## config.mk

```make
export PLATFORM = sky130hd
export DESIGN_NAME = seg_scan
export DESIGN_NICKNAME = d
export VERILOG_FILES = /design/src/rtl/seg_scan.sv
export SDC_FILE = /design/constraint.sdc
export NUM_CORES = 1
export LEC_CHECK = 0
export CAP_MARGIN = 40
export CORE_ASPECT_RATIO = 2
export CORE_MARGIN = 2
export CORE_UTILIZATION = 60
export DETAILED_ROUTE_END_ITERATION = 8
export DONT_BUFFER_PORTS = 1
export GPL_TIMING_DRIVEN = 0
export MAX_ROUTING_LAYER = met4
export PLACE_DENSITY = 0.76
export REMOVE_ABC_BUFFERS = 1
export SYNTH_ARGS = -nofsm -noshare
export SYNTH_HDL_FRONTEND = slang
export SYNTH_SLANG_ARGS = --single-unit
export TNS_END_PERCENT = 10
```

## constraint.sdc

```tcl
create_clock -name clk -period 5.8 [get_ports clk]
set_input_delay 0.87 -clock clk [delete_from_list [all_inputs] [get_ports clk]]
set_output_delay 0.87 -clock clk [all_outputs]
set_load 0.02 [all_outputs]
```

## src/rtl/seg_scan.sv

```systemverilog
// Two-digit multiplexed 7-segment scanner: drives the digit-mux select and lights one anode at a time, with a blanking gap between digits.
// Latency: every output is registered; seg shows decode(y) one cycle after y is sampled, and s changes on the edge that enters a BLANK state.
// Backpressure: none. en low sends the scanner to IDLE on the next edge (all anodes off), and rst overrides en and every state.
// Ports: clk, rst (sync, active-high), en (scan enable), y (digit from upstream mux),
//        s (mux select), seg ({g..a}, active-low), an (anodes, active-low, an[0]=A), frame (end-of-scan pulse).
module seg_scan #(
  parameter int DIV   = 50000,
  parameter int BLANK = 2
) (
  input  logic       clk,
  input  logic       rst,
  input  logic       en,
  input  logic [3:0] y,
  output logic       s,
  output logic [6:0] seg,
  output logic [1:0] an,
  output logic       frame
);

  localparam int MAXLEN = (DIV > BLANK) ? DIV : BLANK;
  localparam int CW     = (MAXLEN > 1) ? $clog2(MAXLEN) : 1;

  localparam logic [CW-1:0] DIV_LAST   = CW'(DIV - 1);
  localparam logic [CW-1:0] BLANK_LAST = CW'(BLANK - 1);

  typedef enum logic [2:0] {
    ST_IDLE,
    ST_BLANK_A,
    ST_SHOW_A,
    ST_BLANK_B,
    ST_SHOW_B
  } state_t;

  state_t        state_q, state_d;
  logic [CW-1:0] cnt_q, cnt_d;
  logic          s_q, s_d;
  logic [6:0]    seg_q, seg_d;
  logic [1:0]    an_q, an_d;
  logic          frame_q, frame_d;

  function automatic logic [6:0] hex2seg(input logic [3:0] v);
    logic [6:0] r;
    case (v)
      4'h0: r = 7'h40;
      4'h1: r = 7'h79;
      4'h2: r = 7'h24;
      4'h3: r = 7'h30;
      4'h4: r = 7'h19;
      4'h5: r = 7'h12;
      4'h6: r = 7'h02;
      4'h7: r = 7'h78;
      4'h8: r = 7'h00;
      4'h9: r = 7'h10;
      4'hA: r = 7'h08;
      4'hB: r = 7'h03;
      4'hC: r = 7'h46;
      4'hD: r = 7'h21;
      4'hE: r = 7'h06;
      default: r = 7'h0E;
    endcase
    return r;
  endfunction

  always_comb begin
    state_d = state_q;
    cnt_d   = cnt_q + CW'(1);
    s_d     = s_q;
    an_d    = 2'b11;
    seg_d   = 7'h7F;
    frame_d = 1'b0;

    case (state_q)
      ST_IDLE:    if (en) state_d = ST_BLANK_A;
      ST_BLANK_A: if (cnt_q == BLANK_LAST) state_d = ST_SHOW_A;
      ST_SHOW_A:  if (cnt_q == DIV_LAST) state_d = ST_BLANK_B;
      ST_BLANK_B: if (cnt_q == BLANK_LAST) state_d = ST_SHOW_B;
      ST_SHOW_B:  if (cnt_q == DIV_LAST) state_d = ST_BLANK_A;
      default:    state_d = ST_IDLE;
    endcase

    if (!en) state_d = ST_IDLE;

    // Counter restarts on every state entry; IDLE keeps it parked at zero.
    if (state_d != state_q || state_d == ST_IDLE) cnt_d = '0;

    // Outputs are registered from the state being entered, so they line up
    // with state_q after the edge.
    case (state_d)
      ST_BLANK_A: s_d = 1'b0;
      ST_SHOW_A: begin
        s_d  = 1'b0;
        an_d = 2'b10;
      end
      ST_BLANK_B: s_d = 1'b1;
      ST_SHOW_B: begin
        s_d     = 1'b1;
        an_d    = 2'b01;
        frame_d = (cnt_d == DIV_LAST);
      end
      default: ;
    endcase

    // y reflects s_q (already settled for the upcoming digit, since every
    // SHOW is preceded by at least one BLANK cycle).
    if (state_d != ST_IDLE) seg_d = hex2seg(y);
  end

  always_ff @(posedge clk) begin
    if (rst) begin
      state_q <= ST_IDLE;
      cnt_q   <= '0;
      s_q     <= 1'b0;
      seg_q   <= 7'h7F;
      an_q    <= 2'b11;
      frame_q <= 1'b0;
    end else begin
      state_q <= state_d;
      cnt_q   <= cnt_d;
      s_q     <= s_d;
      seg_q   <= seg_d;
      an_q    <= an_d;
      frame_q <= frame_d;
    end
  end

  assign s     = s_q;
  assign seg   = seg_q;
  assign an    = an_q;
  assign frame = frame_q;

endmodule

```

==> run_results.csv, run 1 <==
group,metric,value,unit
run_status,outcome,"complete, no violations",
pwr,leakage,0.611,nW
route,routed_wl,3.45,mm
critical_path,max_stage_delay,0.60,ns
route,vias_per_cell,6.22,
layout,area_growth,4.39,%
sta,slew_headroom,52.7,%
pwr,p_per_area,225,nW/um^2
floorplan,die_y,78.9,um
pwr,peakVddDrop,0.221,mV
critical_path,ff2ff_path_depth,6,
layout,final_util,65.0,%
hold_path,hold_end,"cnt_q[0]",
critical_path,rrSetupSlack,3.37,ns
critical_path,r2r-start,"cnt_q[0]",
global_routing,grtUsageTotal,24.2,%
hold_path,worstHoldPathCells,1,
yosys,avgSynthCellArea,8.80,um^2
critical_path,crit_path_end_kind,"register",
floorplan,rows,27,
placed_design,dp.cells,213,
cts,clkLatencyLatePin,0.28,ns
sta,worstMarginPinSlew,0.707,ns
pwr,pwr-share-comb,4.7,%
sta,max_freq,411,MHz
critical_path,crit_type,"reg2reg",
route,routedWlPerCell,15.7,um
floorplan,io_pins,18,
pwr,swShare,21.6,%
cts,cts_resized,0,
yosys,synth_most_common_cell,"dfxtp_1",
critical_path,required,5.94,ns
route,final_antenna_net_count,0,
critical_path,startpoint_type,"register",
critical_path,crit_slowest_cell,"o211ai_2",
placed_design,routabilityCongestion,0.849,
yosys,netlist_area,1680,um^2
cts,cts_setup_buffers,0,
critical_path,cp_cell_sequence,"ha_1 -> nand3_1 -> nor3_1 -> a32oi_1 -> o211ai_2 -> nor2_1",
yosys,synth-seq-area-share,35.7,%
sta,setup_violations,0,
yosys,synthDistinctLibCells,47,
sta,hold_viol,0,
sta,period_share,41.9,%
sta,drv_slew,0,
floorplan,core_area,2700,um^2
placed_design,io_buffers,0,
global_routing,overflow,0,
cts,clock_sinks,30,
yosys,synthTopCellsByArea,"dfxtp_1 (36%), ha_1 (6.0%), nor2_1 (5.8%)",
yosys,ys_async_sr_fraction,0,%
layout,diodes,0,
pwr,p_sw,85.3,uW
sta,skew,0.00469,ns
global_routing,antenna_found_initial,0,
cts,root_buffer,"clkbuf_8",
route,vias,1362,
yosys,synth_edf_count,0,
cts,cts_buffer_depth,2,
layout,fill_cells,235,
cts,cts_hold_buf,0,
sta,rsz0062_at_grt,"no",
layout,instances_no_fill,219,
cts,cts.reportedPaths.clkPinSlew,0.05,ns
pwr,seq_power_share,54.7,%
critical_path,cp_max_fo,16,
critical_path,reg2reg_to,"cnt_q[2]",
route,drcViolationCount,0,
cts,htreeDepth,2,
global_routing,first_global_vias,1418,
cts,cts_buffers,5,
floorplan,die_w,41.4,um
yosys,ys_seq_elements,30,
yosys,synth_commonest_cells,"dfxtp_1 (30), nor2_1 (26), nand2_1 (15)",
layout,finalNetCount,206,
global_routing,grt_max_degree,17,
placed_design,dpl_cell_area,1670,um^2
sta,whs,0.511,ns
critical_path,worst-path-buf-inv,0,
route,initialDrtViolationCount,28,
pwr,p_int,309,uW
yosys,syn_inst,191,
placed_design,dpl.hpwl,2.67,mm
global_routing,grt_pass1_wl,6.02,mm
sta,tns,0,ns
cts,cts_tree,"yes",
route,drtPass1Iterations,4,
critical_path,timing.critical_path.max_delay_family,"compound AO/OA/AOI/OAI gates",
floorplan,start_util,62.2,%
critical_path,cp.arrival,2.57,ns
yosys,yosysTopAreaCellShare,35.7,%
yosys,synth_top_area_cell,"dfxtp_1",
yosys,synthFlopType,"dfxtp_1",
pwr,p_clk_share,40.6,%
sta,layout_min_cycle_time,2.43,ns
hold_path,hp-start,"cnt_q[0]",
yosys,ys_warn_count,0,
layout,final_layout_size_suffix_gt1_share,6.84,%
layout,final_area,1760,um^2
floorplan,dieArea,3270,um^2
hold_path,min_path_type,"reg2reg",
flow_run,drv_cap,0,
==> metal layers <==
metal  wire (um)  GRT usage, %
met2        1990          46.9
met5           0             -
met4         119          13.5
met1        1220          20.1
met3         112          5.45
==> sequential cells by signal (all words and copies together), names as in the netlist <==
| register | flops |
|---|---|
| an | 2 |
| cnt_q | 16 |
| frame | 1 |
| s | 1 |
| seg | 7 |
| state_q | 3 |
==> area by class of cell <==
| type | count | area (um^2) | area share [%] |
|---|---|---|---|
| multi-input combinational | 145 | 1000 | 57.1 |
| sequential | 30 | 601 | 34.2 |
| clock buffer | 6 | 82.6 | 4.70 |
| tap | 29 | 36.3 | 2.07 |
| inverter | 9 | 33.8 | 1.92 |
==> cells by family (layout without fill, tap and decap cells) <==
| kind of cell | count (synthesis) | after routing | share of synthesized area, % |
|---|---|---|---|
| adder cells (fa/ha/maj) | 8 | 8 | 5.95 |
| AO/OA/AOI/OAI | 29 | 29 | 12.7 |
| AND/OR/NAND/NOR | 87 | 87 | 28.9 |
| flip-flops | 30 | 30 | 35.7 |
| XOR/XNOR | 16 | 16 | 8.33 |
| buffers and inverters | 16 | 15 | 4.69 |
| multiplexers | 5 | 5 | 3.72 |
==> power groups by stage <==
stage	registers [mW]	clock network [mW]	logic, mW
floorplan	0.220	0	0.0147
global placement	0.220	0	0.0177
detailed placement	0.220	0	0.0187
CTS	0.216	0.165	0.0188
global route	0.216	0.174	0.0211
finish	0.216	0.160	0.0186
==> cells in the final DEF (no fill, tap or decap), types with 3 or more instances in the layout <==
| cell type | instances |
|---|---|
| xor2_1 | 5 |
| xnor2_1 | 11 |
| nor2b_1 | 4 |
| nand3_1 | 6 |
| o311ai_0 | 3 |
| or3_1 | 3 |
| nand2_1 | 15 |
| nand4_1 | 4 |
| inv_1 | 9 |
| dfxtp_1 | 30 |
| a21oi_1 | 4 |
| nor2_1 | 26 |
| ha_1 | 8 |
| mux2i_1 | 4 |
| nand2b_1 | 6 |
| nor4_1 | 3 |
| o211ai_1 | 3 |
| clkbuf_8 | 6 |
| a21o_1 | 3 |
| nor3_1 | 7 |
| o21ai_0 | 4 |
==> worst max-delay path by stage <==
stage               startpoint   endpoint  slack [ns]  cells past startpoint
floorplan                 y[0]     seg[3]        3.72                      5
CTS                   cnt_q[0]   cnt_q[2]        3.33                      6
global placement      cnt_q[0]   cnt_q[2]        3.44                      6
detailed placement    cnt_q[0]   cnt_q[2]        3.34                      6
global route          cnt_q[0]  cnt_q[10]        3.06                      6
finish                cnt_q[0]   cnt_q[2]        3.37                      6
==> per-stage QoR <==
stage	worst slack (ns)	power, mW
floorplan	3.72	0.234
global placement	3.44	0.238
detailed placement	3.34	0.239
CTS	3.33	0.400
global route	3.06	0.411
finish	3.37	0.395
Note: power is estimated with default switching activity, not from simulation.
==> inputs of run 2 (changes only) <==
CORE_UTILIZATION = 56   (was 60)
PLACE_DENSITY = 0.74   (was 0.76)
clock period = 2.1 ns   (was 5.8 ns; I/O delays follow)
==> run 2 against run 1 <==
Compared with the run above: clock skew rose by 0.0015 ns; register-to-register slack got worse by 3.3 ns; sequential share of layout area fell by 1.8 points; via count rose by 2.8%; combinational power rose to 3.0 times the previous value; final cell count rose by 4.1%; first-iteration DRC count did not move; power rose to 3.0 times the previous value; setup slack got worse by 3.3 ns; cell area rose by 7.9%; critical path type unchanged; highest routed layer unchanged.
==> run_results.csv, run 2 (synthesis gave the netlist of run 1 again) <==
group,metric,value,unit
run_status,outcome,"complete, no violations",
sta,layout_min_cycle_time,2.02,ns
flow_run,drv_cap,0,
sta,slew_headroom,66.6,%
sta,skew,0.00621,ns
floorplan,die_w,42.8,um
cts,cts.reportedPaths.clkPinSlew,0.06,ns
layout,final_common_cell,"nor2_1",
placed_design,io_buffers,0,
layout,regMostFlops,"cnt_q",
critical_path,cp-startpoint,"cnt_q[11]",
hold_path,min_path_type,"in2reg",
placed_design,dp.cells,214,
global_routing,antenna_found_initial,0,
cts,htreeDepth,2,
cts,cts_buffer_depth,2,
pwr,peakVddDrop,0.593,mV
sta,worstMarginPinSlew,0.495,ns
floorplan,die_y,81.5,um
floorplan,core_area,2910,um^2
route,drcViolationCount,0,
route,vias_per_cell,6.14,
layout,layout_common_cells,"nor2_1 (26), dfxtp_1 (20), nand2_1 (15), xnor2_1 (11), dfxtp_2 (10)",
global_routing,grt_pass1_wl,6.33,mm
floorplan,dieArea,3480,um^2
cts,cts_hold_buf,0,
layout,area_growth,12.6,%
layout,final_area,1890,um^2
global_routing,grt_max_degree,17,
critical_path,cp.arrival,2.17,ns
cts,clock_sinks,30,
placed_design,dpl_cell_area,1670,um^2
route,routed_wl,3.66,mm
critical_path,cp_max_fo,16,
layout,largest_reg_flops,16,
sta,period_share,96.0,%
placed_design,routabilityCongestion,0.869,
layout,final_layout_size_suffix_gt1_share,17.2,%
critical_path,r2r-start,"cnt_q[11]",
route,final_antenna_net_count,0,
cts,cts_tree,"yes",
critical_path,crit_type,"reg2reg",
layout,diodes,0,
critical_path,rrSetupSlack,0.08,ns
critical_path,required,2.25,ns
floorplan,io_pins,18,
sta,max_freq,496,MHz
global_routing,first_global_vias,1433,
route,drtPass1Iterations,4,
critical_path,startpoint_type,"register",
global_routing,overflow,0,
placed_design,dpl.hpwl,2.68,mm
layout,instances_no_fill,228,
layout,finalNetCount,212,
critical_path,crit_path_end_kind,"register",
floorplan,start_util,57.8,%
cts,clkLatencyLatePin,0.28,ns
cts,root_buffer,"clkbuf_8",
sta,drv_slew,0,
route,vias,1400,
pwr,p_per_area,625,nW/um^2
route,routedWlPerCell,16.1,um
sta,hold_viol,0,
global_routing,grtUsageTotal,24.5,%
floorplan,rows,28,
pwr,leakage,0.667,nW
sta,setup_violations,0,
route,initialDrtViolationCount,28,
cts,cts_buffers,5,
hold_path,hp-start,"rst",
-- run 2: worst max-delay path: stages (launching register included) --
cell      delay [ns]
dfxtp_2         0.36
or4_4           0.55
nor4_4          0.22
buf_4           0.18
a32oi_1         0.14
o211ai_4        0.23
buf_12          0.17
a21oi_1         0.05
-- run 2: final timing paths --
path                     end  depth (start not counted)
setup reg to reg    cnt_q[9]                          7
hold reg to reg     cnt_q[0]                          1
setup / recovery    cnt_q[9]                          7
hold / removal    state_q[1]                          1
-- run 2: where the power goes --
part | switching (mW) | internal [mW] | leakage [nW] | total, mW
combinational | 0.0306 | 0.0256 | 0.360 | 0.0562
sequential | 0.0171 | 0.580 | 0.249 | 0.597
clock | 0.201 | 0.330 | 0.0575 | 0.531
total | 0.249 | 0.935 | 0.667 | 1.18
-- run 2: metrics by stage --
stage          TNS (ns)  util [%]  total power, mW  worst slack (ns)  hold WS, ns
2_1_floorplan         0         -            0.647             0.107        0.392
3_3_place_gp      -3.13      57.6            0.659            -0.205        0.402
3_5_place_dp      -4.70      57.6            0.660            -0.318        0.405
4_1_cts               0      63.3             1.19            0.0279        0.113
5_1_grt         -0.0319      65.1             1.23           -0.0141        0.124
6_report              0      65.1             1.18            0.0844        0.116
-- run 2: area by class of cell --
class                      instances  area (um^2)
tap                               30         37.5
sequential                        30          613
timing repair buffer               6         57.6
multi-input combinational        145         1040
inverter                           9         33.8
clock buffer                       8          110
fill                             243         1010
-- run 2: metal layers --
metal	part of all wire [%]	track usage (%)
met5	0	-
met4	4.3	12.2
met3	4.0	5.27
met2	57	45.3
met1	35	23.2
-- run 2: timing repair --
item	in CTS	in global routing
setup buffers	3	3
endpoints found under the setup margin	17	19
gates resized for setup	6	10
pin swaps	2	2
==> inputs of run 3 (changes only) <==
CORE_UTILIZATION = 41   (was 56)
PLACE_DENSITY = unset   (was 0.74)
==> run 3 against run 2 <==
Compared with the run above: combinational power down 4.3%; sequential share of layout area down 0.37 points; critical endpoint is now s; sequential power about the same; maximum frequency down 3.5%; power down 5.8%; largest power group unchanged; via count down 2.4%; largest cell class unchanged; setup slack worse by 0.073 ns; routed wire length down 6.2%; flip-flop and latch count unchanged; core utilization down 18 points; clock power down 12%; critical path type unchanged; hold slack worse by 0.0055 ns.
==> run_results.csv, run 3 (synthesis gave the netlist of run 1 again) <==
group,metric,value,unit
global_routing,antenna_found_initial,0,
layout,largest_reg_flops,16,
critical_path,max_stage_delay,0.55,ns
floorplan,die_y,94.6,um
pwr,p_per_area,587,nW/um^2
layout,area_growth,13.0,%
cts,cts_tree,"yes",
route,routedWlPerCell,13.7,um
sta,skew,0.00741,ns
critical_path,crit_path_end_kind,"register",
sta,worstMarginPinSlew,0.488,ns
sta,setup_violations,0,
critical_path,path_common_cell,"buf_4",
cts,cts_buffer_depth,2,
global_routing,grtUsageTotal,17.0,%
global_routing,grt_max_degree,17,
critical_path,required,2.27,ns
layout,diodes,0,
cts,clkLatencyLatePin,0.28,ns
route,routed_wl,3.44,mm
critical_path,crit_type,"reg2reg",
floorplan,dieArea,4660,um^2
cts,cts_hold_buf,0,
placed_design,dpl.hpwl,2.41,mm
global_routing,grt_pass1_wl,6.01,mm
critical_path,startpoint_type,"register",
critical_path,crit_slowest_cell,"or4_4",
layout,fill_cells,418,
layout,final_common_cell,"nor2_1",
cts,cts_buffers,5,
route,vias_per_cell,5.46,
critical_path,cp_cell_sequence,"or4_4 -> nor4_4 -> buf_4 -> buf_4 -> and4b_1 -> a21oi_1 -> a32o_1",
pwr,p_sw,246,uW
pwr,leakage,0.656,nW
run_status,outcome,"complete, no violations",
sta,whs,0.110,ns
floorplan,core_area,4010,um^2
layout,final_area,1900,um^2
pwr,seq_power_share,53.5,%
cts,cts.reportedPaths.clkPinSlew,0.06,ns
layout,finalNetCount,212,
sta,layout_min_cycle_time,2.09,ns
placed_design,routabilityCongestion,0.828,
sta,max_freq,479,MHz
floorplan,rows,33,
pwr,p_clk_share,41.7,%
flow_run,drv_cap,0,
global_routing,first_global_vias,1406,
floorplan,io_pins,18,
cts,clock_sinks,30,
layout,regMostFlops,"cnt_q",
cts,root_buffer,"clkbuf_8",
pwr,pwr-share-comb,4.8,%
placed_design,io_buffers,0,
route,drcViolationCount,0,
layout,layout_common_cells,"nor2_1 (26), dfxtp_1 (24), nand2_1 (15), xnor2_1 (11), inv_1 (9)",
route,drtPass1Iterations,4,
placed_design,dpl_cell_area,1700,um^2
sta,hold_viol,0,
sta,period_share,99.5,%
floorplan,start_util,42.0,%
route,vias,1366,
sta,tns,0,ns
route,initialDrtViolationCount,29,
layout,final_layout_size_suffix_gt1_share,15.7,%
pwr,swShare,22.1,%
hold_path,min_path_type,"in2reg",
critical_path,cp_max_fo,6,
critical_path,cp.arrival,2.26,ns
pwr,p_int,869,uW
sta,drv_slew,0,
pwr,peakVddDrop,0.408,mV
floorplan,die_w,49.3,um
global_routing,overflow,0,
sta,rsz0062_at_grt,"yes",
route,final_antenna_net_count,0,
sta,slew_headroom,67.0,%
cts,htreeDepth,2,
[run 3: path summary, 6_finish.rpt]
path	start	depth (start not counted)	endpoint	slack, ns
setup / recovery	cnt_q[11]	7	s	0.01
hold / removal	rst	1	state_q[1]	0.11
setup reg to reg	cnt_q[11]	7	s	0.01
hold reg to reg	cnt_q[0]	1	cnt_q[0]	0.49
[run 3: layout make-up]
cell class | instances | area, um^2 | share of cell area [%]
Multi-Input combinational cell | 145 | 1040 | 55.0
Sequential cell | 30 | 608 | 32.0
Clock buffer | 7 | 86.3 | 4.54
Tap cell | 52 | 65.1 | 3.42
Timing Repair Buffer | 6 | 57.6 | 3.03
Inverter | 9 | 33.8 | 1.78
Clock inverter | 1 | 5.00 | 0.263
[run 3: power by group through the flow]
| stage | clock, mW | combinational [mW] | sequential [mW] |
|---|---|---|---|
| after global routing | 0.502 | 0.0623 | 0.597 |
| after CTS | 0.477 | 0.0536 | 0.597 |
| after global placement | 0 | 0.0487 | 0.609 |
| after floorplan | 0 | 0.0406 | 0.607 |
| final | 0.465 | 0.0538 | 0.596 |
| after detailed placement | 0 | 0.0498 | 0.609 |
[run 3: worst max-delay path, delay by kind of cell, from the launching register on]
kind                   cells  cell delay, ns
AO/OA/AOI/OAI              2            0.33
buffers and inverters      2            0.31
flip-flops                 1            0.35
AND/OR/NAND/NOR            3            0.97
[run 3: repair_timing]
action | CTS | global route
pin swaps | 1 | 2
setup buffers | 1 | 5
setup endpoints to repair | 17 | 18
endpoints found under the hold margin | 0 | 0
gates resized for setup | 4 | 9
[run 3: per-layer routing]
metal	share of wire [%]	up-vias	global-route usage, %	routed length [um]
li1	-	688	-	-
met1	45	643	20.2	1560
met2	48	24	25.9	1660
met3	3.1	11	4.27	108
met4	3.1	0	9.52	108
met5	0	-	-	0
[run 3: through the flow]
stage	utilization, %	worst slack (ns)	power [mW]	instances
after floorplan	-	0.107	0.647	184
after global placement	42.5	-0.225	0.658	236
after detailed placement	42.5	-0.330	0.659	236
after CTS	45.7	-0.0172	1.13	245
after global routing	47.5	-0.0493	1.16	250
final	47.5	0.0113	1.12	250
